==> src/rtl/psc_link_encoder_core.sv <==
// PSC trigger link front end: clock-enable divider, EVR trigger edge
// detector and CRC-8 byte framer, all on the single system clock.
module psc_link_encoder_core #(
    parameter int          DIV_FAST = 5,
    parameter int          DIV_SLOW = 10,
    parameter logic [7:0]  CRC_POLY = 8'h07,
    parameter logic [7:0]  CRC_INIT = 8'h00
) (
    input  logic       clk,
    input  logic       reset,
    input  logic       evr_trigger,
    input  logic [7:0] data_in,
    input  logic       data_sop,
    input  logic       data_crc,
    output logic       ce_fast,
    output logic       ce_slow,
    output logic       trigger_pulse,
    output logic [9:0] code_out,
    output logic       code_valid
);

    localparam int FW = (DIV_FAST > 1) ? $clog2(DIV_FAST) : 1;
    localparam int SW = (DIV_SLOW > 1) ? $clog2(DIV_SLOW) : 1;
    localparam logic [FW-1:0] FAST_LAST = FW'(DIV_FAST - 1);
    localparam logic [SW-1:0] SLOW_LAST = SW'(DIV_SLOW - 1);

    logic [FW-1:0] fast_cnt;
    logic [SW-1:0] slow_cnt;
    logic          trig_meta;
    logic          trig_sync;
    logic          trig_prev;
    logic [7:0]    crc;
    logic [7:0]    sel_byte;

    // One MSB-first CRC-8 byte update.
    function automatic logic [7:0] crc8_step(
        input logic [7:0] c,
        input logic [7:0] d
    );
        logic [7:0] r;
        r = c ^ d;
        for (int i = 0; i < 8; i++) begin
            if (r[7]) r = {r[6:0], 1'b0} ^ CRC_POLY;
            else      r = {r[6:0], 1'b0};
        end
        return r;
    endfunction

    assign ce_fast = (fast_cnt == FAST_LAST);
    assign ce_slow = ce_fast && (slow_cnt == SLOW_LAST);

    // Fast divider: free-running modulo DIV_FAST.
    always_ff @(posedge clk) begin
        if (reset)        fast_cnt <= '0;
        else if (ce_fast) fast_cnt <= '0;
        else              fast_cnt <= fast_cnt + FW'(1);
    end

    // Slow divider: counts fast ticks modulo DIV_SLOW.
    always_ff @(posedge clk) begin
        if (reset)        slow_cnt <= '0;
        else if (ce_slow) slow_cnt <= '0;
        else if (ce_fast) slow_cnt <= slow_cnt + SW'(1);
    end

    // Two-flop synchronizer for the asynchronous trigger level.
    always_ff @(posedge clk) begin
        if (reset) begin
            trig_meta <= 1'b0;
            trig_sync <= 1'b0;
        end else begin
            trig_meta <= evr_trigger;
            trig_sync <= trig_meta;
        end
    end

    // Rising-edge detect sampled on the slow tick; pulse lasts one slow period.
    always_ff @(posedge clk) begin
        if (reset) begin
            trig_prev     <= 1'b0;
            trigger_pulse <= 1'b0;
        end else if (ce_slow) begin
            trig_prev     <= trig_sync;
            trigger_pulse <= trig_sync & ~trig_prev;
        end
    end

    // The CRC request overrides the data byte, even on an SOP tick.
    always_comb begin
        sel_byte = data_in;
        if (data_crc) sel_byte = crc;
    end

    // Framer: emit {stop, byte, start} and advance the running CRC.
    always_ff @(posedge clk) begin
        if (reset) begin
            crc        <= CRC_INIT;
            code_out   <= 10'h3FF;
            code_valid <= 1'b0;
        end else begin
            code_valid <= ce_slow;
            if (ce_slow) begin
                code_out <= {1'b1, sel_byte, 1'b0};
                if (data_sop || data_crc) crc <= CRC_INIT;
                else                      crc <= crc8_step(crc, data_in);
            end
        end
    end

endmodule

==> config.mk <==
export PLATFORM = sky130hd
export DESIGN_NAME = psc_link_encoder_core
export DESIGN_NICKNAME = d
export VERILOG_FILES = /design/src/rtl/psc_link_encoder_core.sv
export SDC_FILE = /design/constraint.sdc
export NUM_CORES = 1
export LEC_CHECK = 0
export ABC_AREA = 1
export CORE_AREA = 2 2 58 65
export CTS_CLUSTER_SIZE = 28
export DETAILED_ROUTE_END_ITERATION = 10
export DIE_AREA = 0 0 60 67
export GPL_ROUTABILITY_DRIVEN = 1
export GPL_TIMING_DRIVEN = 0
export PLACE_DENSITY_LB_ADDON = 0.05
export SETUP_SLACK_MARGIN = 0.2
export SKIP_LAST_GASP = 1
export SLEW_MARGIN = 5
export SYNTH_ARGS = -nofsm -noshare
export SYNTH_HDL_FRONTEND = slang
export SYNTH_SLANG_ARGS = --single-unit
export TNS_END_PERCENT = 5
==> constraint.sdc <==
create_clock -name clk -period 1.45 [get_ports clk]
set_clock_uncertainty 0.15 [all_clocks]
set_input_delay 0.29 -clock clk [delete_from_list [all_inputs] [get_ports clk]]
set_output_delay 0.29 -clock clk [all_outputs]
set_load 0.03 [all_outputs]
Word level (Yosys, flattened, before mapping)
Index checks and enable logic that the tools add are counted.
{"block": "word_totals", "inputBits": 13, "register_bits": 29, "output_inout_bits": 14, "wordCells": 59}
{"block": "op_classes", "eq_ne": 2, "n_bitwise": 11, "n_reduce_logical": 4, "n_mux": 31, "n_addsub": 2}
{"cell": "two-way mux 8 bit", "n": 23}
{"cell": "two-way mux 3 bit", "n": 8}
{"cell": "inverter 3 bit", "n": 8}
{"cell": "XOR 8 bit", "n": 1}
{"cell": "adder 4 x 1 -> 4 bit, second input constant", "n": 1}
{"cell": "equality test 4 bit, second input constant", "n": 1}
{"cell": "OR reduction 2 bit", "n": 2}
{"cell": "adder 3 x 1 -> 3 bit, second input constant", "n": 1}
{"cell": "equality test 3 bit, second input constant", "n": 1}
{"cell": "bitwise AND 1 bit", "n": 1}
{"cell": "logical AND 1 bit", "n": 1}
{"cell": "logical OR 1 bit", "n": 1}
{"cell": "inverter 1 bit", "n": 1}

Longest topological paths before layout
Gate-level depths: netlist (run 1).
{"block": "logic_depth", "ltp_word": 39, "mapped_depth": 10, "depth_no_buf": 10}

Worst setup path before layout (run 1)
Ideal clock, no wire load.
{"block": "synth_timing", "path_type": "reg-to-reg", "start": "reg fast_cnt[0]", "end": "reg code_out[1]", "path_stages_with_launch": 10, "required_ps": 1181, "setup_ps": 119, "path_buffers": 1, "synth_period_minus_slack_ps": 1623, "path_slack_ps": -173, "t_arrival_ps": 1353, "path_cell_list": "dfxtp_1 > inv_1 > ha_1 > nand2_2 > clkinv_2 > nand3_4 > nand2_2 > buf_6 > nor2_1 > a21oi_1"}
{"block": "synth_between", "elab_chain_len": 2}
{"item": "start, declared", "line": "27", "text": "logic [FW-1:0] fast_cnt;"}
{"item": "start signal, assigned", "line": "56", "text": "else fast_cnt <= fast_cnt + FW'(1);"}
{"item": "equality test 3 bit", "line": "49", "text": "assign ce_fast = (fast_cnt == FAST_LAST);"}
{"item": "net ce_fast", "line": "15", "text": "output logic ce_fast,"}
{"item": "logical AND 1 bit", "line": "50", "text": "assign ce_slow = ce_fast && (slow_cnt == SLOW_LAST);"}
{"item": "end signal, assigned", "line": "103", "text": "code_out <= {1'b1, sel_byte, 1'b0};"}
{"item": "end, declared", "line": "18", "text": "output logic [9:0] code_out,"}
The timed path passes the listed nets, and every way through them passes these cells.
A chain may end at the register's enable or synchronous reset.

Worst setup path in the final report (run 1)
{"block": "layout_timing", "start": "reg fast_cnt[1]", "end": "out ce_fast"}
{"block": "layout_between", "elab_chain_len": 1}
{"item": "equality test 3 bit", "line": "49"}
{"item": "end, declared", "line": "15"}
Every way passes these cells.

==> summary.txt, run 1 <==
Run status
  • Status: finished with violations
  • Failing checks: setup timing

CTS
  • TritonCTS clock tree: done
  • CTS Hold Bufs: 0
  • Clock Root Buffer: clkbuf_4
  • Clock buffer depth: 2
  • H-tree depth: 2
  • CTS clk-pin slew, worst paths: 0.10 ns
  • CTS Buf Count: 5
  • Skew-Pair Late Insertion Delay: 0.33 ns
  • CTS sink cnt: 29

Pwr
  • Total power: 1.77 mW
  • Power Internal: 1.33 mW
  • Flop pwr share: 46.5%
  • Switch Pwr: 0.440 mW
  • Sw frac: 24.9%
  • Comb power frac: 13.5%
  • PD cells: 904 mW/mm^2
  • Clock network fraction of total power: 39.9%
  • LEAKAGE: 0.880 nW
  • Max IR drop VDD: 0.000460 V

Global routing
  • Vias in the first global route: 1167
  • Pin count of the biggest net entering global routing: 11
  • Gr ovfl total: 0
  • First-pass GRT wire length: 4.89 mm
  • GR Util All Layers: 16.7%
  • Initial antenna violation count: 0

Routing
  • Drt drc: 0
  • Final WL: 2.97 mm
  • Vias per cell: 4.47
  • Post-DRT Antenna Nets: 0
  • Total number of vias: 1354
  • Wire per inst: 9.80 microns
  • TritonRoute pass-1 iters: 4
  • Initial drt markers: 45

Floorplanning
  • Initial Utilization: 44.7%
  • DIE AREA: 0.00402 sq mm
  • Boundary Pins: 27
  • # rows: 22
  • Die H: 67 microns
  • Chip width: 60 microns
  • Core area: 0.00333 sq mm

Yosys
  • Warnings from Yosys: 0
  • Post-Syn Area: 0.00149 sq mm
  • Netlist cell types: 26
  • Synth top area share: 39.0%
  • Sequential fraction of the synthesis area: 39.0%
  • Mean post-synth cell area: 6.82 sq um
  • Syn_nets: 235
  • Ranking of synthesized cells by area: dfxtp_1, nand2_1, inv_1
  • #FFs+latches synth: 29
  • Leading area contributor after synthesis: dfxtp_1
  • Cells after synthesis: 218

STA
  • # setup viols final: 36
  • Fmax: 0.580 GHz
  • Final min period: 1.72 ns
  • Fin crit share: 119%
  • Slew Viols, Final: 0
  • Final Hold Violating Endpoints: 0
  • Final hold slack: 0.273 ns
  • RSZ-0062 raised after global routing: true
  • Final worst slack: -0.274 ns

Min path
  • Worst hold path type: flip-flop to flip-flop
  • Hold Path Cell Cnt: 2

Place
  • Detailed placement HPWL: 2.26 mm
  • DP Cell Count: 291
  • Routability cong.: 0.755
  • PortBufs: 25

Finish
  • Layout cells sized above 1: 12.9%
  • Non-filler cells, final: 303
  • Area of the multi-input gates: 812 sq um
  • Final core occ: 58.7%
  • Layout fillers: 332
  • Net count, final: 271
  • Commonest non-fill, non-tap cell in the layout: nand2_1
  • Most frequent cells in the layout: nand2_1, dfxtp_1, inv_1, nor2_1
  • Ant. Diodes: 0
  • Sequential cell area: 583 sq um
  • Area Growth Syn to Fin: 31.4%

Worst setup path
  • Worst R2R End: trigger_pulse
  • Crit-path max cell delay: 0.34 ns
  • CP startpoint: fast_cnt[1]
  • R2R Path Start: fast_cnt[1]
  • Worst Setup Start Kind: flip-flop
  • Flop2flop setup slack: -0.27 ns
  • Critical path endpoint: ce_fast
  • Crit-path slowest cell: dfxtp_2
  • Cell Chain, Critical Path: inv_2 > ha_4 > nand2_8 > inv_8 > clkdlybuf4s15_2
  • Required @ worst endpoint: 1.01 ns
  • WS Path Type: flip-flop to output pin
  • CP Max Fanout: 3
  • Worst reg2reg path depth: 11
  • Critical Path AT: 1.28 ns
  • Endpoint kind of the worst setup timing path: output pin

Job
  • Max_cap viols: 0
[worst min-delay path by stage]
stage / start / end / slack [ns]
6_report: trig_meta / trig_sync / 0.27
5_1_grt: trig_meta / trig_sync / 0.31
4_1_cts: trig_meta / trig_sync / 0.28
3_5_place_dp: trig_meta / trig_sync / 0.26
3_3_place_gp: trig_meta / trig_sync / 0.26
2_1_floorplan: reset / trig_meta / 0.21
[cell families (layout without fill, tap and decap cells)]
family          after synthesis  after routing  share of synthesized area, %
simple gates                126            126                          35.2
flops                        29             29                          39.0
buf+inv                      29             66                          8.66
compound gates               18             18                          7.06
xor+xnor                     11             11                          6.48
fa+ha+maj                     4              4                          3.36
other cells                   1              1                         0.252
[cell type report]
class / count / share of cell area (%)
Multi-Input combinational cell: 160 / 41.5
Sequential cell: 29 / 29.8
Timing Repair Buffer: 29 / 13.8
Inverter: 25 / 5.51
Tap cell: 48 / 3.07
Clock buffer: 6 / 2.62
Clock inverter: 2 / 1.92
Buffer: 4 / 1.73
[synth_stat cells (all sizes together)]
cell	instances
buf	3
inv	24
o22ai	2
a21oi	5
conb	1
xnor2	6
clkbuf	1
clkinv	1
o21ai	6
a31oi	4
dfxtp	29
xor2	5
nor2	20
nand3	13
nor3	2
nand3b	1
o31ai	1
ha	4
nand2	89
or2	1
[worst max-delay path: cells and delay by family (launching register included)]
family | cells | cell delay, ns
buffers and inverters | 3 | 0.40
adder cells (fa/ha/maj) | 1 | 0.15
flip-flops | 1 | 0.34
AND/OR/NAND/NOR | 1 | 0.06
[routing by layer]
metal	track usage [%]	wire, microns
met1	19.4	1390
met2	27.4	1430
met3	6.02	96
met4	6.67	51
met5	0	0
[registers in the layout, indices dropped and copies added (netlist names)]
register,flops
slow_cnt,4
code_out,9
trig_sync,1
trig_meta,1
crc,8
fast_cnt,3
code_valid,1
trig_prev,1
trigger_pulse,1
[what timing repair did]
| action | in CTS | in global routing |
|---|---|---|
| setup buffers | 3 | 1 |
| pin swaps | 1 | 1 |
| gates resized for setup | 22 | 2 |
| endpoints found under the setup margin | 36 | 37 |
[power by group through the flow]
stage	combinational, mW	sequential (mW)	clock, mW
CTS	0.240	0.822	0.722
global placement	0.223	0.840	0
global route	0.269	0.825	0.767
detailed placement	0.225	0.840	0
floorplan	0.152	0.838	0
finish	0.239	0.822	0.705
[stage by stage]
| step | TNS (ns) | worst slack, ns | cell area, sq um |
|---|---|---|---|
| after floorplan | -0.0249 | -0.0249 | 1520 |
| after global placement | -7.11 | -0.508 | 1830 |
| after detailed placement | -7.22 | -0.513 | 1830 |
| after CTS | -3.24 | -0.307 | 1940 |
| after global routing | -8.13 | -0.352 | 1950 |
| final | -5.47 | -0.274 | 1950 |
(Power assumes the default switching activity.)
==> run 2: changes to the inputs <==
--- a/config.mk
+++ b/config.mk
@@ -15,7 +15,7 @@
 export PLACE_DENSITY_LB_ADDON = 0.05
 export SETUP_SLACK_MARGIN = 0.2
 export SKIP_LAST_GASP = 1
-export SLEW_MARGIN = 5
+export SLEW_MARGIN = 10
 export SYNTH_ARGS = -nofsm -noshare
 export SYNTH_HDL_FRONTEND = slang
 export SYNTH_SLANG_ARGS = --single-unit
==> results of run 2 <==
The final DEF is identical to that of run 1; final timing and power are the same.
==> variant 1 (flow settings as in run 2) <==
Register the output `ce_slow`, cleared by the reset; this adds one clock of latency there. The other outputs are not delayed to match.
--- a/src/rtl/psc_link_encoder_core.sv
+++ b/src/rtl/psc_link_encoder_core.sv
@@ -25,4 +25,6 @@
     localparam logic [SW-1:0] SLOW_LAST = SW'(DIV_SLOW - 1);
 
+    logic ce_slow_d;
+
     logic [FW-1:0] fast_cnt;
     logic [SW-1:0] slow_cnt;
@@ -48,5 +50,5 @@
 
     assign ce_fast = (fast_cnt == FAST_LAST);
-    assign ce_slow = ce_fast && (slow_cnt == SLOW_LAST);
+    assign ce_slow_d = ce_fast && (slow_cnt == SLOW_LAST);
 
     // Fast divider: free-running modulo DIV_FAST.
@@ -60,5 +62,5 @@
     always_ff @(posedge clk) begin
         if (reset)        slow_cnt <= '0;
-        else if (ce_slow) slow_cnt <= '0;
+        else if (ce_slow_d) slow_cnt <= '0;
         else if (ce_fast) slow_cnt <= slow_cnt + SW'(1);
     end
@@ -80,5 +82,5 @@
             trig_prev     <= 1'b0;
             trigger_pulse <= 1'b0;
-        end else if (ce_slow) begin
+        end else if (ce_slow_d) begin
             trig_prev     <= trig_sync;
             trigger_pulse <= trig_sync & ~trig_prev;
@@ -99,6 +101,6 @@
             code_valid <= 1'b0;
         end else begin
-            code_valid <= ce_slow;
-            if (ce_slow) begin
+            code_valid <= ce_slow_d;
+            if (ce_slow_d) begin
                 code_out <= {1'b1, sel_byte, 1'b0};
                 if (data_sop || data_crc) crc <= CRC_INIT;
@@ -108,4 +110,12 @@
     end
 
+    always_ff @(posedge clk) begin
+        if (reset) begin
+            ce_slow <= '0;
+        end else begin
+            ce_slow <= ce_slow_d;
+        end
+    end
+
 endmodule
 
Behaviour: no difference found for any inputs over 10 cycles, from zero or initial values and one cycle with reset high; that may be too few to reach the edited logic, so the function may still have changed.
==> variant 1 against run 2 <==
- synthesized area increased by 0.25%
- routed wire length increased by 4.5%
- die area unchanged
- the flow still finishes with violations (negative setup slack)
- combinational power decreased by 2%
- clock power decreased by 1%
- total power decreased by 0.75%
- utilization decreased by 0.86 points
- worst setup slack improved by 0.15 ns
- final area decreased by 1.5%
- sequential cell count unchanged
- final cell count decreased by 0.66%
- sequential power about the same
==> variant 1: results (changes against run 2) <==
| Metric | Value |
|---|---|
| Nets | `269 (-0.74%)` |
| Clkbuf count | `7 (+1)` |
| Crit. Startpoint | `fast_cnt[0]` |
| Multiplexer share of the synthesized area | `0 (unchanged)` |
| Pre-CTS WS | `-0.359 ns (+0.153 ns)` |
| GRT Total Usage | `0.174 (+0.00714)` |
| Placed insts | `291 (unchanged)` |
| # setup viols final | `17 (-53%)` |
| XOR/XNOR share of the synthesized area | `0.0646 (-0.000163)` |
| Failing checks | `negative setup slack` |
| Worst Hold Path EP | `trig_sync` |
| Initial DRC count | `41 (-8.9%)` |
| Fillers | `333 (+0.30%)` |
| Final non-clock buffer share | `0.153 (-0.00223)` |
| Reg2reg setup slack | `-0.05 ns (+0.22 ns)` |
| Seq/Total Area, Yosys | `0.389 (-0.000982)` |
| Clock Tree Root | `clkbuf_4` |
| Reg2reg path depth | `9 (-2)` |
| Hold Crit Class | `flip-flop to flip-flop` |
| Buffers outside the clock class | `32 (-3.0%)` |
| Run status | `finished, violations left` |
| Hold slack | `0.259 ns (-0.0144 ns)` |
| Yosys Warn Count | `0 (unchanged)` |
| Placer Congestion | `0.828 (+9.7%)` |
| DP HPWL | `2.33 mm (+3.4%)` |
| CTS Buf Count | `5 (unchanged)` |
| VDD IR max | `0.000609 V (+32%)` |
| Top cells by count, synth | `87 x nand2_1, 29 x dfxtp_1, 21 x inv_1, 19 x nor2_1, 12 x nand3_1` |
| Dpl cell area | `1830 um2 (unchanged)` |
| Multi-input comb cells | `160 (unchanged)` |
| Layout cells sized above 1 | `0.123 (-0.00688)` |
| Complex-gate fraction of the synthesized area | `0.0705 (-0.000178)` |
| Synth area leaders | `dfxtp_1 39%, nand2_1 22%, inv_1 5.3%, nor2_1 4.8%, nand3_1 4.0%` |
| First-pass GRT wire length | `5.12 mm (+4.6%)` |
| Avg Vias per Cell | `4.57 (+2.3%)` |
| Synth Area per Inst | `6.84 um2 (+0.25%)` |
| Number of global-route vias before repair | `1231 (+5.5%)` |
| Number of synthesized register bits | `29 (unchanged)` |
| Routed wire length | `3.10 mm (+4.5%)` |
| Initial antenna violation count | `0 (unchanged)` |
| Drt pass-1 iters | `4 (unchanged)` |
| Post-route insts no fill | `301 (-0.66%)` |
| Footprint of the multi-input gates | `808 um2 (-0.46%)` |
| Final worst-path setup slack | `-0.125 ns (+0.149 ns)` |
| Total negative slack | `-0.871 ns (+4.60 ns)` |
| Multi-input combinational area share | `0.420 (+0.00426)` |
| Logic inverters | `24 (-4.0%)` |
| Port Buffers | `25 (unchanged)` |
| Post-Synth Adder-Cell Area | `0.0336 (-0.0000847)` |
| ClkCell Share | `0.0442 (-0.00127)` |
| R2r startpoint | `fast_cnt[0]` |
| Clock Path Buffers | `2 (unchanged)` |
| WP data arrival | `1.14 ns (-0.14 ns)` |
| Leak Pwr | `0.882 nW (+0.28%)` |
[variant 1: cell types whose count changed after synthesis, sizes merged]
cell | before | now
buf | 3 | 4
inv | 24 | 23
[variant 1: routing by layer]
layer  global-route usage  part of all wire
met2                0.300              0.50
met1                0.190              0.45
met3               0.0563             0.038
met5                    0                 0
met4               0.0778             0.018
[variant 1: critical path, cell delays in order, from the launching register on]
cell and delay, ns:
dfxtp_2 0.35, inv_2 0.04, ha_4 0.15, nand2_4 0.07, clkinv_4 0.06, buf_6 0.13
[variant 1: power breakdown]
group | switching, W | total (W) | internal [W]
Clock | 0.000286 | 0.000697 | 0.000411
Sequential | 0.00000991 | 0.000821 | 0.000811
Combinational | 0.000132 | 0.000235 | 0.000103
Total | 0.000428 | 0.00175 | 0.00133
[variant 1: what timing repair did]
item                       4_1_cts  5_1_grt
gates cloned                     0        0
setup endpoints to repair       36       37
resized for setup               19        3
hold endpoints to repair         0        0
pin swaps                        1        0
buffers inserted                 2        0
==> variant 2 (flow settings as in run 2) <==
Made on the original files. Change the parameter `DIV_SLOW` from 10 to 20.
--- a/src/rtl/psc_link_encoder_core.sv
+++ b/src/rtl/psc_link_encoder_core.sv
@@ -3,5 +3,5 @@
 module psc_link_encoder_core #(
     parameter int          DIV_FAST = 5,
-    parameter int          DIV_SLOW = 10,
+    parameter int          DIV_SLOW = 20,
     parameter logic [7:0]  CRC_POLY = 8'h07,
     parameter logic [7:0]  CRC_INIT = 8'h00
Check against the original RTL: no difference found for any inputs over 10 cycles, from zero or initial values and one cycle with reset high; that may be too few to reach the edited logic, so the function may still have changed.
==> variant 2 against run 2 <==
- the run still ends with negative setup slack left
- critical endpoint is now ce_slow
- worst setup slack got worse by 0.072 ns
- sequential cell count increased by 1
- utilization increased by 2.6 points
- final area increased by 4.4%
- first-iteration DRC count decreased by 38%
- die area unchanged
- routed wire length increased by 7.1%
- total power decreased by 9.3%
- register-to-register slack improved by 0.13 ns
- count of clock-buffer cells in the layout increased by 1
- clock power decreased by 27%
- synthesized area increased by 7.6%
- synthesized cell count increased by 3.7%
==> variant 2: results (changes against run 2) <==
| Metric | Value |
|---|---|
| GRT Total Usage | `0.191 (+0.0244)` |
| Clock Tree Root | `clkbuf_4` |
| Pre-CTS WS | `-0.607 ns (-0.0939 ns)` |
| Mapped Cells | `226 (+3.7%)` |
| Seq/Total Area, Yosys | `0.375 (-0.0150)` |
| Post-CTS setup buffers | `6 (+3)` |
| Buffers outside the clock class | `34 (+3.0%)` |
| Post-route insts no fill | `313 (+3.3%)` |
| Post-synth net total | `242 (+3.0%)` |
| WP data arrival | `1.36 ns (+0.08 ns)` |
| Run status | `finished, violations left` |
| Reg2reg setup slack | `-0.14 ns (+0.13 ns)` |
| Number of global-route vias before repair | `1358 (+16%)` |
| Worst Hold Path EP | `trig_sync` |
| Distinct cells, synth | `28 (+7.7%)` |
| Leak Pwr | `0.961 nW (+9.2%)` |
| DP HPWL | `2.38 mm (+5.4%)` |
| Hold depth | `2 (unchanged)` |
| Routed len/inst | `10.2 um (+3.7%)` |
| First-pass GRT wire length | `5.72 mm (+17%)` |
| Clkbuf count | `7 (+1)` |
| Initial DRC count | `28 (-38%)` |
| ClkCell Share | `0.0294 (-0.0160)` |
| Synth area leaders | `dfxtp_1 38%, nand2_1 22%, inv_1 5.6%, nand3_1 4.4%, nor2_1 3.5%` |
| Reg area | `603 um2 (+3.4%)` |
| RR Endpoint | `code_out[2]` |
| Layout cells sized above 1 | `0.151 (+0.0215)` |
| Top flop regs | `code_out: 9 flops, crc: 8 flops, slow_cnt: 5 flops` |
| Dpl cell area | `1930 um2 (+5.4%)` |
| Final worst-path setup slack | `-0.346 ns (-0.0716 ns)` |
| Multi-input combinational area share | `0.427 (+0.0115)` |
| Flip-flop and latch count | `30 (+3.4%)` |
| Nets | `280 (+3.3%)` |
| Cts repair resizes | `10 (-55%)` |
| Avg Vias per Cell | `4.50 (+0.81%)` |
| CP max FO | `4 (+1)` |
| Top cells by count, synth | `93 x nand2_1, 30 x dfxtp_1, 24 x inv_1, 15 x nor2_1, 14 x nand3_1` |
| Failing checks | `negative setup slack` |
| Logic inverters | `28 (+12%)` |
| Placer Congestion | `0.771 (+2.1%)` |
| Placed insts | `299 (+2.7%)` |
| Fraction of area in registers | `0.296 (-0.00263)` |
| Final Power | `0.00160 W (-9.3%)` |
| # setup viols final | `36 (unchanged)` |
| Final non-clock buffer share | `0.160 (+0.00519)` |
| Reg2reg path depth | `12 (+1)` |
| Crit path to | `ce_slow` |
| Multi-input comb cells | `165 (+3.1%)` |
| Hold Crit Class | `flip-flop to flip-flop` |
| Sequential share of power | `0.529 (+0.064)` |
| Fillers | `319 (-3.9%)` |
| Total negative slack | `-6.38 ns (-0.910 ns)` |
| Crit. Startpoint | `fast_cnt[0]` |
| Hold slack | `0.256 ns (-0.0175 ns)` |
| Worst slew pin tran | `0.503 ns` |
| VDD IR max | `0.000591 V (+28%)` |
| Switching share of power | `0.265 (+0.0155)` |
## variant 2: per-layer routing
| layer | wire, um | vias up | track usage |
|---|---|---|---|
| li1 | - | 773 | - |
| met1 | 1420 | 617 | 0.216 |
| met2 | 1630 | 16 | 0.338 |
| met3 | 92 | 4 | 0.0466 |
| met4 | 37 | 0 | 0.0750 |
| met5 | 0 | - | 0 |
## variant 2: worst max-delay path, cell delays in order, from the launching register on
cell        delay [ns]
dfxtp_2           0.35
inv_2             0.04
ha_4              0.15
nand2_4           0.09
inv_8             0.04
nand3_4           0.06
inv_4             0.04
nand2_4           0.06
clkinvlp_4        0.07
buf_6             0.13
## variant 2: logic make-up after synthesis
family | count (synthesis) | share of synthesized area
AND/OR/NAND/NOR | 133 | 0.386
flip-flops | 30 | 0.375
buffers and inverters | 31 | 0.0899
AO/OA/AOI/OAI | 19 | 0.0735
other | 1 | 0.00234
XOR/XNOR | 9 | 0.0493
adder cells (fa/ha/maj) | 3 | 0.0235
